[src/rtl/fetch_queue_unit.sv]
// rtl/fetch_queue_unit.sv - instruction fetch stage with PC, ROM request and DEPTH-entry fetch FIFO
//
// Purpose:
//    Owns the fetch PC, issues one read per cycle to a synchronous instruction
//    ROM (1-cycle read latency) and buffers the returned words, tagged with
//    their PC, in a DEPTH-entry FIFO.  Decode back-pressure (stall) holds the
//    FIFO head without losing or repeating instructions.  A taken branch/jump
//    (redirect_en) reloads the PC and discards everything buffered or in flight.
//
// Ports:
//    clk          in   clock, all state updates on the rising edge
//    reset        in   synchronous active-high reset, overrides every other input
//    stall        in   decode not ready, head entry is held
//    redirect_en  in   taken branch/jump this cycle
//    redirect_pc  in   redirect target PC
//    imem_req     out  ROM read issued this cycle
//    imem_addr    out  ROM address (current PC)
//    imem_rdata   in   ROM data, valid the cycle after imem_req
//    instr_valid  out  FIFO head valid
//    instr_out    out  FIFO head instruction
//    pc_out       out  PC of the FIFO head instruction
//    occupancy    out  FIFO fill level

module fetch_queue_unit #(
   parameter int          INST_W   = 24,
   parameter int          PC_W     = 16,
   parameter int          PC_STEP  = 4,
   parameter int          DEPTH    = 4,
   parameter int unsigned RESET_PC = 0
) (
   input  logic                       clk,
   input  logic                       reset,
   input  logic                       stall,
   input  logic                       redirect_en,
   input  logic [PC_W-1:0]            redirect_pc,
   output logic                       imem_req,
   output logic [PC_W-1:0]            imem_addr,
   input  logic [INST_W-1:0]          imem_rdata,
   output logic                       instr_valid,
   output logic [INST_W-1:0]          instr_out,
   output logic [PC_W-1:0]            pc_out,
   output logic [$clog2(DEPTH):0]     occupancy
);

   localparam int AW = $clog2(DEPTH);
   localparam int CW = AW + 1;

   localparam logic [PC_W-1:0] PC_RST = PC_W'(RESET_PC);
   localparam logic [PC_W-1:0] PC_INC = PC_W'(PC_STEP);

   // fetch state
   logic [PC_W-1:0]   pc;
   logic [PC_W-1:0]   tag_pc;
   logic              inflight;

   // FIFO storage and bookkeeping
   logic [INST_W-1:0] mem_instr [DEPTH];
   logic [PC_W-1:0]   mem_pc    [DEPTH];
   logic [AW-1:0]     rd_ptr;
   logic [AW-1:0]     wr_ptr;
   logic [CW-1:0]     count;

   logic              head_valid;
   logic              pop;
   logic              push;
   logic              issue;
   logic [CW:0]       demand;

   // Outputs are forced idle while reset is high, even in the first reset
   // cycle when the registers have not been cleared yet.
   assign head_valid = ~reset & (count != '0);

   assign pop  = head_valid & ~stall & ~redirect_en;
   assign push = ~reset & inflight & ~redirect_en;

   // Slots that will be committed after this cycle: current entries, minus the
   // one leaving, plus the response still on its way back from the ROM.  A new
   // request is only issued if its response is guaranteed a free slot, which
   // keeps count + inflight <= DEPTH and makes overflow impossible.
   // pop implies count >= 1, so the subtraction never wraps.
   assign demand = {1'b0, count} + (CW+1)'(inflight) - (CW+1)'(pop);
   assign issue  = ~reset & ~redirect_en & (demand < (CW+1)'(DEPTH));

   assign imem_req    = issue;
   assign imem_addr   = pc;
   assign instr_valid = head_valid;
   assign instr_out   = head_valid ? mem_instr[rd_ptr] : '0;
   assign pc_out      = head_valid ? mem_pc[rd_ptr]    : '0;
   assign occupancy   = reset ? '0 : count;

   // control state
   always_ff @(posedge clk) begin
      if (reset) begin
         pc       <= PC_RST;
         tag_pc   <= '0;
         inflight <= 1'b0;
         rd_ptr   <= '0;
         wr_ptr   <= '0;
         count    <= '0;
      end else if (redirect_en) begin
         // flush wins over any pop/push this cycle; the in-flight word is dropped
         pc       <= redirect_pc;
         inflight <= 1'b0;
         rd_ptr   <= '0;
         wr_ptr   <= '0;
         count    <= '0;
      end else begin
         if (issue) begin
            pc     <= pc + PC_INC;
            tag_pc <= pc;
         end
         inflight <= issue;

         // pointers wrap naturally because DEPTH is a power of two
         if (push) wr_ptr <= wr_ptr + AW'(1);
         if (pop)  rd_ptr <= rd_ptr + AW'(1);

         case ({push, pop})
            2'b10:   count <= count + CW'(1);
            2'b01:   count <= count - CW'(1);
            default: count <= count;
         endcase
      end
   end

   // FIFO storage; push is already suppressed by reset and redirect
   always_ff @(posedge clk) begin
      if (push) begin
         mem_instr[wr_ptr] <= imem_rdata;
         mem_pc[wr_ptr]    <= tag_pc;
      end
   end

endmodule
[config.mk]
export PLATFORM = sky130hd
export DESIGN_NAME = fetch_queue_unit
export DESIGN_NICKNAME = d
export VERILOG_FILES = /design/src/rtl/fetch_queue_unit.sv
export SDC_FILE = /design/constraint.sdc
export NUM_CORES = 1
export LEC_CHECK = 0
export CELL_PAD_IN_SITES_DETAIL_PLACEMENT = 1
export CELL_PAD_IN_SITES_GLOBAL_PLACEMENT = 2
export CORE_MARGIN = 1
export CORE_UTILIZATION = 35
export DETAILED_ROUTE_END_ITERATION = 8
export HOLD_SLACK_MARGIN = 0.1
export PLACE_DENSITY = 0.79
export SETUP_SLACK_MARGIN = 0.2
export SLEW_MARGIN = 20
export SYNTH_ARGS = -nofsm -noshare
export SYNTH_HDL_FRONTEND = slang
export SYNTH_SLANG_ARGS = --single-unit
[constraint.sdc]
create_clock -name clk -period 8.9 [get_ports clk]
set_input_delay 1.335 -clock clk [delete_from_list [all_inputs] [get_ports clk]]
set_output_delay 1.335 -clock clk [all_outputs]
set_load 0.05 [all_outputs]
==> report_table.html, run 1 <==
<table>
<tr><th>Metric</th><th>Value</th></tr>
<tr><th colspan="2">Worst setup path</th></tr>
<tr><td>End point of the critical path</td><td>imem_req</td></tr>
<tr><td>Number of cells on the worst reg-to-reg path</td><td>11</td></tr>
<tr><td>Largest delay share family, worst path</td><td>buffers and inverters</td></tr>
<tr><td>WS Path Type</td><td>in2out</td></tr>
<tr><td>Critical path depth in cells</td><td>12</td></tr>
<tr><td>CP peak stage delay</td><td>0.97 ns</td></tr>
<tr><td>Combined buffer and inverter count along the critical path</td><td>4</td></tr>
<tr><td>Startpoint of the worst register-to-register path</td><td>count[1]</td></tr>
<tr><td>Slowest CP cell</td><td>sky130_fd_sc_hd__clkdlybuf4s50_1</td></tr>
<tr><td>Reg-to-reg slack, setup</td><td>5.47 ns</td></tr>
<tr><td>Required time reported for the critical path endpoint</td><td>7.57 ns</td></tr>
<tr><td>Capturing point of the worst reg2reg path</td><td>tag_pc[13]</td></tr>
<tr><td>Worst Path Arrival</td><td>5.51 ns</td></tr>
<tr><td>Critical Path Source</td><td>reset</td></tr>
<tr><td>Worst Setup End Kind</td><td>primary output</td></tr>
<tr><td>Cells along the critical path</td><td>clkdlybuf4s50_1 &gt; buf_4 &gt; nor2b_1 &gt; nor3_2 &gt; nor3_1 &gt; ha_1 &gt; inv_1 &gt; ha_1 &gt; and3b_4 &gt; or4_4 &gt; a21oi_4 &gt; clkdlybuf4s50_1</td></tr>
<tr><td>Largest fanout of any net on the critical path</td><td>34</td></tr>
<tr><td>Type of origin of the critical path</td><td>primary input</td></tr>
<tr><th colspan="2">Timing</th></tr>
<tr><td>Endpoints failing hold</td><td>0</td></tr>
<tr><td>Minimum clock period after layout</td><td>6.85 ns</td></tr>
<tr><td>Period utilisation layout</td><td>77.0%</td></tr>
<tr><td>Final worst clock skew</td><td>0.0100 ns</td></tr>
<tr><td>Unrepaired setup endpoints after global routing</td><td>no</td></tr>
<tr><td>Final count of negative-setup-slack endpoints</td><td>0</td></tr>
<tr><td>Sum of negative setup slack</td><td>0 ns</td></tr>
<tr><td>Transition time of the tightest slew-check pin</td><td>0.835 ns</td></tr>
<tr><td>Maximum frequency from static timing analysis</td><td>146 MHz</td></tr>
<tr><td>Final count of pins violating max slew</td><td>0</td></tr>
<tr><td>Slew Limit Headroom</td><td>44.3%</td></tr>
<tr><th colspan="2">Job</th></tr>
<tr><td>Max-cap check violation count</td><td>0</td></tr>
<tr><th colspan="2">Final layout</th></tr>
<tr><td>Most frequent cells in the layout</td><td>sky130_fd_sc_hd__edfxtp_1 (160), sky130_fd_sc_hd__clkdlybuf4s50_1 (104), sky130_fd_sc_hd__nor2b_1 (43)</td></tr>
<tr><td>Share of cells above drive strength 1</td><td>16.0%</td></tr>
<tr><td>Finished layout cell area</td><td>10,100 sq um</td></tr>
<tr><td>Diode insertion count for antenna repair</td><td>0</td></tr>
<tr><td>Final core utilization</td><td>44.6%</td></tr>
<tr><td>Most frequent standard cell in the layout excluding fill and tap cells</td><td>sky130_fd_sc_hd__edfxtp_1</td></tr>
<tr><td>Net count, final</td><td>633</td></tr>
<tr><td>Sequential cell area in the final layout</td><td>5650 sq um</td></tr>
<tr><td>Area occupied by multi-input gates</td><td>2260 sq um</td></tr>
<tr><td>Syn-to-layout area delta</td><td>25.4%</td></tr>
<tr><td>Fill cells</td><td>2,194</td></tr>
<tr><th colspan="2">Global routing</th></tr>
<tr><td>Total global routing overflow</td><td>0</td></tr>
<tr><td>Maximum number of pins on one net before global-route repair</td><td>45</td></tr>
<tr><td>Initial antenna violation count</td><td>0</td></tr>
<tr><td>Via count of the first global-routing pass</td><td>4,750</td></tr>
<tr><td>Wire length of the first global-routing pass</td><td>26,500 um</td></tr>
<tr><td>All-Layer GR Usage</td><td>14.5%</td></tr>
<tr><th colspan="2">Clock tree</th></tr>
<tr><td>Number of buffers added by the clock tree synthesis step</td><td>23</td></tr>
<tr><td>Clock slew at the register clock pins of the worst setup and hold paths</td><td>0.06 ns</td></tr>
<tr><td>CTS max path bufs</td><td>3</td></tr>
<tr><td>Hold-fix buffers, CTS</td><td>0</td></tr>
<tr><td># H-tree levels</td><td>1</td></tr>
<tr><td>Post-cts resize count</td><td>0</td></tr>
<tr><td>CTS Root Cell</td><td>sky130_fd_sc_hd__clkbuf_16</td></tr>
<tr><td>Number of setup buffers added after CTS</td><td>0</td></tr>
<tr><td>Clock sinks</td><td>202</td></tr>
<tr><td>CTS tree</td><td>yes</td></tr>
<tr><td>Clock latency on the worst-skew pair</td><td>0.49 ns</td></tr>
<tr><th colspan="2">Route</th></tr>
<tr><td>Via count</td><td>4,359</td></tr>
<tr><td>Via density per instance</td><td>4.95</td></tr>
<tr><td>Total Routed Length</td><td>16,900 um</td></tr>
<tr><td>Average wire length per cell after detail routing</td><td>19.2 um</td></tr>
<tr><td>DRC violation count after routing</td><td>0</td></tr>
<tr><td>Number of search-and-repair iterations in the first detailed-routing pass</td><td>6</td></tr>
<tr><td>Starting DRT DRC Count</td><td>230</td></tr>
<tr><td>Count of antenna-violating nets left after detailed routing</td><td>0</td></tr>
<tr><th colspan="2">Floorplanning</th></tr>
<tr><td>Area of the die</td><td>23,600 sq um</td></tr>
<tr><td>Initial Util</td><td>35.6%</td></tr>
<tr><td>Placeable Area</td><td>22,600 sq um</td></tr>
<tr><td>Chip Height</td><td>154 um</td></tr>
<tr><td>Ports</td><td>105</td></tr>
<tr><td>Die W</td><td>154 um</td></tr>
<tr><td>Number of rows created at floorplan</td><td>55</td></tr>
<tr><th colspan="2">Synthesis</th></tr>
<tr><td>Fraction of synthesized cell area taken by the top area cell type</td><td>59.6%</td></tr>
<tr><td>Share of the yosys chip area belonging to registers</td><td>70.1%</td></tr>
<tr><td>Number of cells produced by synthesis</td><td>472</td></tr>
<tr><td>Total of flip-flops plus latches after synthesis</td><td>202</td></tr>
<tr><td>Async set-or-reset flop fraction in the synthesized netlist</td><td>0%</td></tr>
<tr><td>Synthesized area divided by synthesized cell count</td><td>17.1 sq um</td></tr>
<tr><td>Post-synthesis cell area</td><td>8060 sq um</td></tr>
<tr><td>Commonest register cell after synthesis</td><td>sky130_fd_sc_hd__edfxtp_1</td></tr>
<tr><td>Most area-hungry cell type in the Yosys netlist</td><td>sky130_fd_sc_hd__edfxtp_1</td></tr>
<tr><td>Synth unique cells</td><td>36</td></tr>
<tr><td>Count of flip-flops with a built-in enable after synthesis</td><td>160</td></tr>
<tr><td>Yosys Warn Count</td><td>0</td></tr>
<tr><td>Top area cells in the synthesized netlist</td><td>sky130_fd_sc_hd__edfxtp_1 (60%), sky130_fd_sc_hd__mux4_2 (11%), sky130_fd_sc_hd__dfxtp_1 (10%)</td></tr>
<tr><td>Number of nets in the synthesized netlist</td><td>526</td></tr>
<tr><th colspan="2">Pwr</th></tr>
<tr><td>Pwr/cell area</td><td>199 nW/um^2</td></tr>
<tr><td>Internal Power</td><td>1.58 mW</td></tr>
<tr><td>Peak supply drop</td><td>121 uV</td></tr>
<tr><td>Switching share of power</td><td>21.5%</td></tr>
<tr><td>Gate power share</td><td>4.7%</td></tr>
<tr><td>Portion of total power attributed to sequential cells</td><td>51.8%</td></tr>
<tr><td>Total power</td><td>2.01 mW</td></tr>
<tr><td>Leakage Power</td><td>3.25 nW</td></tr>
<tr><td>Part of the power in the clock network</td><td>43.5%</td></tr>
<tr><td>Switching power of the nets</td><td>0.432 mW</td></tr>
<tr><th colspan="2">Placed design</th></tr>
<tr><td>Placed instance area</td><td>9370 sq um</td></tr>
<tr><td>GPL Wtd Cong</td><td>0.750</td></tr>
<tr><td>Quantity of I/O buffers inserted on ports</td><td>104</td></tr>
<tr><td>Post-detailed-placement half-perimeter wirelength</td><td>10,500 um</td></tr>
<tr><th colspan="2">Status</th></tr>
<tr><td>Status</td><td>finished, final reports clean</td></tr>
<tr><th colspan="2">Min path</th></tr>
<tr><td>Class of the tightest hold or removal check</td><td>reg2reg</td></tr>
</table>
cell type report:
cell class | instances | share of cell area, %
inverters | 13 | 0.483
flip-flops and latches | 202 | 55.9
clock inverters | 14 | 0.879
well taps | 285 | 3.53
clock buffers | 27 | 6.27
multi-input cells | 232 | 22.4
repair buffers | 107 | 10.5
cell usage after synthesis (2+ instances only):
| library cell | n |
|---|---|
| sky130_fd_sc_hd__clkbuf_1 | 20 |
| sky130_fd_sc_hd__ha_1 | 9 |
| sky130_fd_sc_hd__nor3_1 | 2 |
| sky130_fd_sc_hd__edfxtp_1 | 160 |
| sky130_fd_sc_hd__mux2i_1 | 19 |
| sky130_fd_sc_hd__nand4_1 | 3 |
| sky130_fd_sc_hd__a21oi_1 | 13 |
| sky130_fd_sc_hd__xor2_1 | 2 |
| sky130_fd_sc_hd__o21ai_0 | 5 |
| sky130_fd_sc_hd__nand3_1 | 8 |
| sky130_fd_sc_hd__nand2_1 | 6 |
| sky130_fd_sc_hd__nor2b_1 | 43 |
| sky130_fd_sc_hd__dfxtp_1 | 42 |
| sky130_fd_sc_hd__nor2_1 | 35 |
| sky130_fd_sc_hd__inv_1 | 12 |
| sky130_fd_sc_hd__or3_1 | 2 |
| sky130_fd_sc_hd__a211oi_1 | 10 |
| sky130_fd_sc_hd__a211oi_2 | 3 |
| sky130_fd_sc_hd__xnor2_1 | 15 |
| sky130_fd_sc_hd__and3_1 | 5 |
| sky130_fd_sc_hd__mux4_2 | 40 |
| sky130_fd_sc_hd__buf_6 | 4 |
stage by stage:
step | setup slack [ns] | cells | hold WS [ns]
3_3_place_gp | 2.21 | 839 | 0.485
4_1_cts | 2.01 | 880 | 0.526
5_1_grt | 1.84 | 880 | 0.536
6_report | 2.05 | 880 | 0.520
3_5_place_dp | 2.03 | 839 | 0.506
2_1_floorplan | 2.92 | 472 | 0.459
state kept, by name, indices dropped and copies added (netlist names), named ones only:
name,count
count,3
imem_addr,16
inflight,1
mem_instr,96
mem_pc,64
rd_ptr,2
tag_pc,16
wr_ptr,2
routing by layer:
layer | global-route usage (%) | vias to the layer above | share of wire, %
li1 | - | 2011 | -
met1 | 19.3 | 2199 | 44
met2 | 24.0 | 127 | 49
met3 | 3.33 | 22 | 5.8
met4 | 4.05 | 0 | 1.4
met5 | 0 | - | 0
power groups by stage:
stage	Combinational (mW)	Sequential (mW)	Clock, mW
after detailed placement	0.0950	1.06	0
after CTS	0.0957	1.04	0.902
after global placement	0.0918	1.06	0
final	0.0947	1.04	0.876
after global routing	0.101	1.04	0.935
after floorplan	0.0339	1.07	0
worst register-to-register path: stages (launching register included):
cell	delay (ns)
sky130_fd_sc_hd__dfxtp_1	0.39
sky130_fd_sc_hd__nor2b_1	0.25
sky130_fd_sc_hd__nor3_2	0.10
sky130_fd_sc_hd__nor3_1	0.27
sky130_fd_sc_hd__ha_1	0.21
sky130_fd_sc_hd__inv_1	0.04
sky130_fd_sc_hd__ha_1	0.26
sky130_fd_sc_hd__and3b_4	0.18
sky130_fd_sc_hd__or4_4	0.61
sky130_fd_sc_hd__a21oi_4	0.64
sky130_fd_sc_hd__mux2i_1	0.30
sky130_fd_sc_hd__nor2_1	0.06
how the worst min path moves through the flow:
stage	startpoint	end	slack [ns]	depth (start not counted)
floorplan	tag_pc[0]	mem_pc[0][0]	0.46	0
global placement	tag_pc[15]	mem_pc[2][15]	0.48	0
detailed placement	tag_pc[13]	mem_pc[3][13]	0.51	0
CTS	tag_pc[2]	mem_pc[0][2]	0.53	0
global route	tag_pc[2]	mem_pc[0][2]	0.54	0
finish	tag_pc[13]	mem_pc[0][13]	0.52	0
kinds of logic (layout without fill, tap and decap cells):
family          after synthesis  count (layout)  share of synthesized area, %
compound gates               38              38                          3.60
xor+xnor                     17              17                          1.85
fa+ha+maj                    10              10                          1.65
buf+inv                      38             161                          2.16
flops                       202             202                          70.1
mux                          59              59                          13.5
simple gates                108             108                          7.14
(Power assumes the default switching activity.)
==> run 2: changes to the inputs <==
clock period = 6.7 ns   (was 8.9 ns; I/O delays follow)
==> report_table.html, run 2 (synthesized netlist as in run 1, its figures left out) <==
<table>
<tr><th>Metric</th><th>Value</th></tr>
<tr><th colspan="2">Clock tree</th></tr>
<tr><td># H-tree levels</td><td>1 (unchanged)</td></tr>
<tr><td>Clock latency on the worst-skew pair</td><td>0.50 ns (about the same)</td></tr>
<tr><td>CTS max path bufs</td><td>3 (unchanged)</td></tr>
<tr><td>Post-cts resize count</td><td>0 (unchanged)</td></tr>
<tr><td>Hold-fix buffers, CTS</td><td>0 (unchanged)</td></tr>
<tr><td>Clock slew at the register clock pins of the worst setup and hold paths</td><td>0.06 ns (about the same)</td></tr>
<tr><td>CTS tree</td><td>yes</td></tr>
<tr><td>Number of setup buffers added after CTS</td><td>0 (unchanged)</td></tr>
<tr><td>Clock sinks</td><td>202 (unchanged)</td></tr>
<tr><td>CTS Root Cell</td><td>sky130_fd_sc_hd__clkbuf_16</td></tr>
<tr><td>Number of buffers added by the clock tree synthesis step</td><td>22 (-4.3%)</td></tr>
<tr><th colspan="2">Floorplanning</th></tr>
<tr><td>Ports</td><td>105 (unchanged)</td></tr>
<tr><td>Chip Height</td><td>154 um (unchanged)</td></tr>
<tr><td>Initial Util</td><td>35.6% (unchanged)</td></tr>
<tr><td>Number of rows created at floorplan</td><td>55 (unchanged)</td></tr>
<tr><td>Placeable Area</td><td>22,600 sq um (unchanged)</td></tr>
<tr><td>Area of the die</td><td>23,600 sq um (unchanged)</td></tr>
<tr><td>Die W</td><td>154 um (unchanged)</td></tr>
<tr><th colspan="2">Final layout</th></tr>
<tr><td>Leading registers by flop count</td><td>mem_instr x96, mem_pc x64</td></tr>
<tr><td>Fill cells</td><td>2,166 (-1.3%)</td></tr>
<tr><td>Diode insertion count for antenna repair</td><td>0 (unchanged)</td></tr>
<tr><td>Most frequent cells in the layout</td><td>sky130_fd_sc_hd__edfxtp_1 (160), sky130_fd_sc_hd__clkdlybuf4s50_1 (103), sky130_fd_sc_hd__nor2b_1 (43)</td></tr>
<tr><td>Most frequent standard cell in the layout excluding fill and tap cells</td><td>sky130_fd_sc_hd__edfxtp_1</td></tr>
<tr><td>Syn-to-layout area delta</td><td>26.9%</td></tr>
<tr><td>Max reg flops</td><td>96 (unchanged)</td></tr>
<tr><td>Share of cells above drive strength 1</td><td>15.8% (-0.14 points)</td></tr>
<tr><td>Register ranked first by flip-flop count</td><td>mem_instr</td></tr>
<tr><td>Finished Layout Cells</td><td>879 (-0.11%)</td></tr>
<tr><td>Final core utilization</td><td>45.2% (+0.54 points)</td></tr>
<tr><td>Net count, final</td><td>632 (-0.16%)</td></tr>
<tr><th colspan="2">Pwr</th></tr>
<tr><td>Leakage Power</td><td>3.31 nW (+2.0%)</td></tr>
<tr><td>Pwr/cell area</td><td>283 nW/um^2 (+42%)</td></tr>
<tr><td>Peak supply drop</td><td>148 uV (+22%)</td></tr>
<tr><th colspan="2">Route</th></tr>
<tr><td>Count of antenna-violating nets left after detailed routing</td><td>0 (unchanged)</td></tr>
<tr><td>Via density per instance</td><td>5.01 (+1.2%)</td></tr>
<tr><td>Average wire length per cell after detail routing</td><td>20.0 um (+4.2%)</td></tr>
<tr><td>Total Routed Length</td><td>17,600 um (+4.1%)</td></tr>
<tr><td>Number of search-and-repair iterations in the first detailed-routing pass</td><td>6 (unchanged)</td></tr>
<tr><td>Via count</td><td>4,408 (+1.1%)</td></tr>
<tr><td>Starting DRT DRC Count</td><td>195 (-15%)</td></tr>
<tr><td>DRC violation count after routing</td><td>0 (unchanged)</td></tr>
<tr><th colspan="2">Timing</th></tr>
<tr><td>Final count of negative-setup-slack endpoints</td><td>0 (unchanged)</td></tr>
<tr><td>Maximum frequency from static timing analysis</td><td>191 MHz</td></tr>
<tr><td>Unrepaired setup endpoints after global routing</td><td>no</td></tr>
<tr><td>Period utilisation layout</td><td>78.3%</td></tr>
<tr><td>Endpoints failing hold</td><td>0 (unchanged)</td></tr>
<tr><td>Slew Limit Headroom</td><td>45.2% (+0.87 points)</td></tr>
<tr><td>Final worst clock skew</td><td>0.00521 ns (-0.00483 ns)</td></tr>
<tr><td>Transition time of the tightest slew-check pin</td><td>0.820 ns (-0.0148 ns)</td></tr>
<tr><td>Sum of negative setup slack</td><td>0 ns (unchanged)</td></tr>
<tr><td>Minimum clock period after layout</td><td>5.25 ns</td></tr>
<tr><td>Final count of pins violating max slew</td><td>0 (unchanged)</td></tr>
<tr><th colspan="2">Worst setup path</th></tr>
<tr><td>Worst Setup End Kind</td><td>primary output</td></tr>
<tr><td>Required time reported for the critical path endpoint</td><td>5.69 ns (-1.88 ns)</td></tr>
<tr><td>WS Path Type</td><td>in2out</td></tr>
<tr><td>Largest fanout of any net on the critical path</td><td>17 (-50%)</td></tr>
<tr><td>Worst Path Arrival</td><td>4.24 ns (-1.27 ns)</td></tr>
<tr><td>Type of origin of the critical path</td><td>primary input</td></tr>
<tr><th colspan="2">Placed design</th></tr>
<tr><td>GPL Wtd Cong</td><td>0.762 (+1.6%)</td></tr>
<tr><td>Post-detailed-placement half-perimeter wirelength</td><td>11,100 um (+5.8%)</td></tr>
<tr><td>Quantity of I/O buffers inserted on ports</td><td>104 (unchanged)</td></tr>
<tr><td>Dpl cells</td><td>839 (unchanged)</td></tr>
<tr><th colspan="2">Job</th></tr>
<tr><td>Max-cap check violation count</td><td>0 (unchanged)</td></tr>
<tr><th colspan="2">Global routing</th></tr>
<tr><td>Wire length of the first global-routing pass</td><td>27,500 um (+3.7%)</td></tr>
<tr><td>Maximum number of pins on one net before global-route repair</td><td>45 (unchanged)</td></tr>
<tr><td>Initial antenna violation count</td><td>0 (unchanged)</td></tr>
<tr><td>Via count of the first global-routing pass</td><td>4,944 (+4.1%)</td></tr>
<tr><td>All-Layer GR Usage</td><td>15.1% (+0.60 points)</td></tr>
<tr><td>Total global routing overflow</td><td>0 (unchanged)</td></tr>
<tr><th colspan="2">Status</th></tr>
<tr><td>Status</td><td>finished, final reports clean</td></tr>
<tr><th colspan="2">Min path</th></tr>
<tr><td>Class of the tightest hold or removal check</td><td>reg2reg</td></tr>
</table>
==> run 2: metrics by stage <==
stage	power (mW)	setup slack, ns	hold WS [ns]	area, sq um
after global placement	1.53	1.54	0.483	9380
after detailed placement	1.54	1.45	0.506	9380
after CTS	2.92	1.43	0.524	10200
after floorplan	1.47	1.38	0.459	8060
final	2.89	1.45	0.518	10200
after global routing	2.97	1.27	0.534	10200
==> run 2: where the power goes <==
part,internal [mW],total (mW),switching [mW]
Clock,0.894,1.38,0.486
Combinational,0.0561,0.128,0.0719
Sequential,1.36,1.38,0.0196
Total,2.31,2.89,0.577
==> run 2: final cells by class <==
| type | count | area (sq um) | area share [%] |
|---|---|---|---|
| Timing Repair Buffer | 107 | 1070 | 10.5 |
| Sequential cell | 202 | 5650 | 55.2 |
| Tap cell | 285 | 357 | 3.49 |
| Inverter | 13 | 48.8 | 0.477 |
| Clock buffer | 25 | 583 | 5.70 |
| Multi-Input combinational cell | 232 | 2260 | 22.1 |
| Clock inverter | 15 | 251 | 2.46 |
==> run 2: path summary, 6_finish.rpt <==
kind | slack, ns | from | endpoint | depth (start not counted)
hold / removal | 0.52 | tag_pc[7] | mem_pc[3][7] | 0
hold reg to reg | 0.52 | tag_pc[7] | mem_pc[3][7] | 0
setup reg to reg | 3.27 | count[2] | tag_pc[7] | 11
setup / recovery | 1.45 | reset | imem_req | 11
==> run 2: worst max-delay path, stage by stage <==
cell                              delay (ns)
sky130_fd_sc_hd__clkdlybuf4s50_1        0.46
sky130_fd_sc_hd__nor2b_1                0.21
sky130_fd_sc_hd__nor3_2                 0.08
sky130_fd_sc_hd__nor3_1                 0.23
sky130_fd_sc_hd__ha_1                   0.21
sky130_fd_sc_hd__inv_1                  0.05
sky130_fd_sc_hd__ha_1                   0.27
sky130_fd_sc_hd__and3b_4                0.18
sky130_fd_sc_hd__or4_4                  0.61
sky130_fd_sc_hd__a21oi_4                0.71
sky130_fd_sc_hd__buf_12                 0.22
==> run 2: layer usage <==
layer | track usage [%] | share of wire, % | up-vias | wire [um]
li1 | - | - | 2013 | -
met3 | 2.87 | 5.2 | 31 | 920
met1 | 19.5 | 44 | 2225 | 7770
met4 | 5.19 | 2.3 | 0 | 408
met2 | 25.7 | 48 | 139 | 8490
met5 | 0 | 0 | - | 0
==> patch, RTL diff (config.mk and constraints of run 2) <==
The parameter `PC_W` goes from 16 to 32.
--- a/src/rtl/fetch_queue_unit.sv
+++ b/src/rtl/fetch_queue_unit.sv
@@ -23,7 +23,7 @@
 
 module fetch_queue_unit #(
    parameter int          INST_W   = 24,
-   parameter int          PC_W     = 16,
+   parameter int          PC_W     = 32,
    parameter int          PC_STEP  = 4,
    parameter int          DEPTH    = 4,
    parameter int unsigned RESET_PC = 0
Interface: changed (resized imem_addr, pc_out and redirect_pc); port bits go from 105 to 153. The function was not compared with the original's and may differ.
==> patch against run 2 <==
  * Cell area increased by 47%
  * Maximum frequency increased by 12%
  * Wire length increased by 63%
  * Synthesized area increased by 49%
  * Total power increased by 41%
  * Global-route usage increased by 1.4 points
  * Sequential power increased by 48%
  * Clock power increased by 33%
  * Setup slack improved by 0.57 ns
  * Sequential cell count increased by 96
==> patch: results (changes against run 2) <==
metric,value,unit,change
io_buffers,152,,+46%
run_status,"finished, final reports clean",,
dp_cells,1321,,+57%
grt_max_degree,61,,+36%
leakage,4.93,nW,+49%
grt_pass1_wl,44300,um,+61%
synth-adder-area-share,1.11,%,-0.54 points
grt_pass1_vias,7427,,+50%
cp_max_fo,25,,+8
synthXorXnorAreaFrac,1.39,%,-0.46 points
synth-compound-area-share,4.32,%,+0.72 points
post-dp-hpwl,17200,um,+55%
synth_seq_area_share,68.5,%,-1.6 points
yosys-top-cells-area,"edfxtp_1, dfxtp_1, mux4_2, nor2b_1, mux2i_1",,
peakVddDrop,0.157,mV,+6.4%
cts_buffers,34,,+55%
drt_wl_total,28600,um,+63%
drive_above_1_share,13.1,%,-2.8 points
syn_nets,834,,+59%
synth_cell_types,46,,+28%
finalNonFillerCells,1382,,+57%
reg_top3,"mem_pc (128), mem_instr (96)",,
synth_common_cells,"edfxtp_1, dfxtp_1, nor2b_1",,
cp_slowest_cell,clkdlybuf4s50_1,,
vias,6947,,+58%
synth-edff-count,224,,+40%
synthMuxAreaShare,13.4,%,-0.094 points
p_int,0.00322,W,+39%
synthCells,764,,+62%
drtIter0Drc,407,,+110%
fin_nets,979,,+55%
place_congestion,0.721,,-5.4%
[patch: cell count changes in the layout (fill, tap and decap cells not counted), sizes merged, moves of 14 or more]
| cell | before | now |
|---|---|---|
| mux2i | 19 | 35 |
| clkbuf | 25 | 44 |
| mux4 | 40 | 56 |
| nor2b | 43 | 62 |
| dfxtp | 42 | 74 |
| o21ai | 5 | 19 |
| clkdlybuf4s50 | 103 | 150 |
| edfxtp | 160 | 224 |
| nor2 | 35 | 57 |
| a311oi | 1 | 16 |
[patch: final cells by class]
class | instances | area, sq um
clock buffer | 44 | 920
clock inverter | 17 | 185
fill | 3306 | 18500
inverter | 12 | 45.0
multi-input combinational | 402 | 3560
sequential | 298 | 8220
tap | 448 | 561
timing repair buffer | 161 | 1590
[patch: layer usage]
metal | part of all wire [%] | global-route usage [%]
met4 | 1.9 | 4.29
met2 | 50 | 28.8
met1 | 44 | 21.1
met5 | 0 | 0
met3 | 4.4 | 3.34
[patch: stage by stage]
stage          instance area [sq um]  total power (W)  hold slack [ns]  utilization (%)
5_1_grt                        15100          0.00422            0.524             44.9
2_1_floorplan                  12000          0.00218            0.454                -
3_3_place_gp                   14000          0.00229            0.481             41.6
3_5_place_dp                   14000          0.00229            0.497             41.6
6_report                       15100          0.00408            0.509             44.9
4_1_cts                        15100          0.00413            0.508             44.9
[patch: final timing paths]
kind	startpoint	endpoint	slack, ns
setup / recovery	redirect_en	imem_req	2.02
hold / removal	tag_pc[6]	mem_pc[0][6]	0.51
setup reg to reg	count[2]	imem_addr[14]	3.06
hold reg to reg	tag_pc[6]	mem_pc[0][6]	0.51
[patch: power by group through the flow]
| stage | clock network [W] | logic [W] | registers [W] |
|---|---|---|---|
| final | 0.00183 | 0.000211 | 0.00204 |
| after global placement | 0 | 0.000211 | 0.00208 |
| after CTS | 0.00188 | 0.000214 | 0.00204 |
| after detailed placement | 0 | 0.000213 | 0.00208 |
| after global routing | 0.00195 | 0.000226 | 0.00204 |
| after floorplan | 0 | 0.0000733 | 0.00211 |
[patch: logic make-up (layout without fill, tap and decap cells)]
kind of cell               after synthesis  in the layout
buffers and inverters                   64            234
xor gates and xnor gates                19             19
and+or+nand+nor                        205            205
adders and majority gates               10             10
DFF                                    298            298
AOI/OAI and AO/OA                       77             77
muxes                                   91             91
[patch: worst register-to-register path: stages, from the launching register on]
cell      delay (ns)
dfxtp_1         0.38
nor2b_1         0.22
nor3_2          0.08
nor3_1          0.27
ha_1            0.21
inv_1           0.04
ha_1            0.25
and3b_1         0.20
or4_1           0.55
buf_4           0.26
and3_1          0.29
or4_1           0.53
a311oi_1        0.25
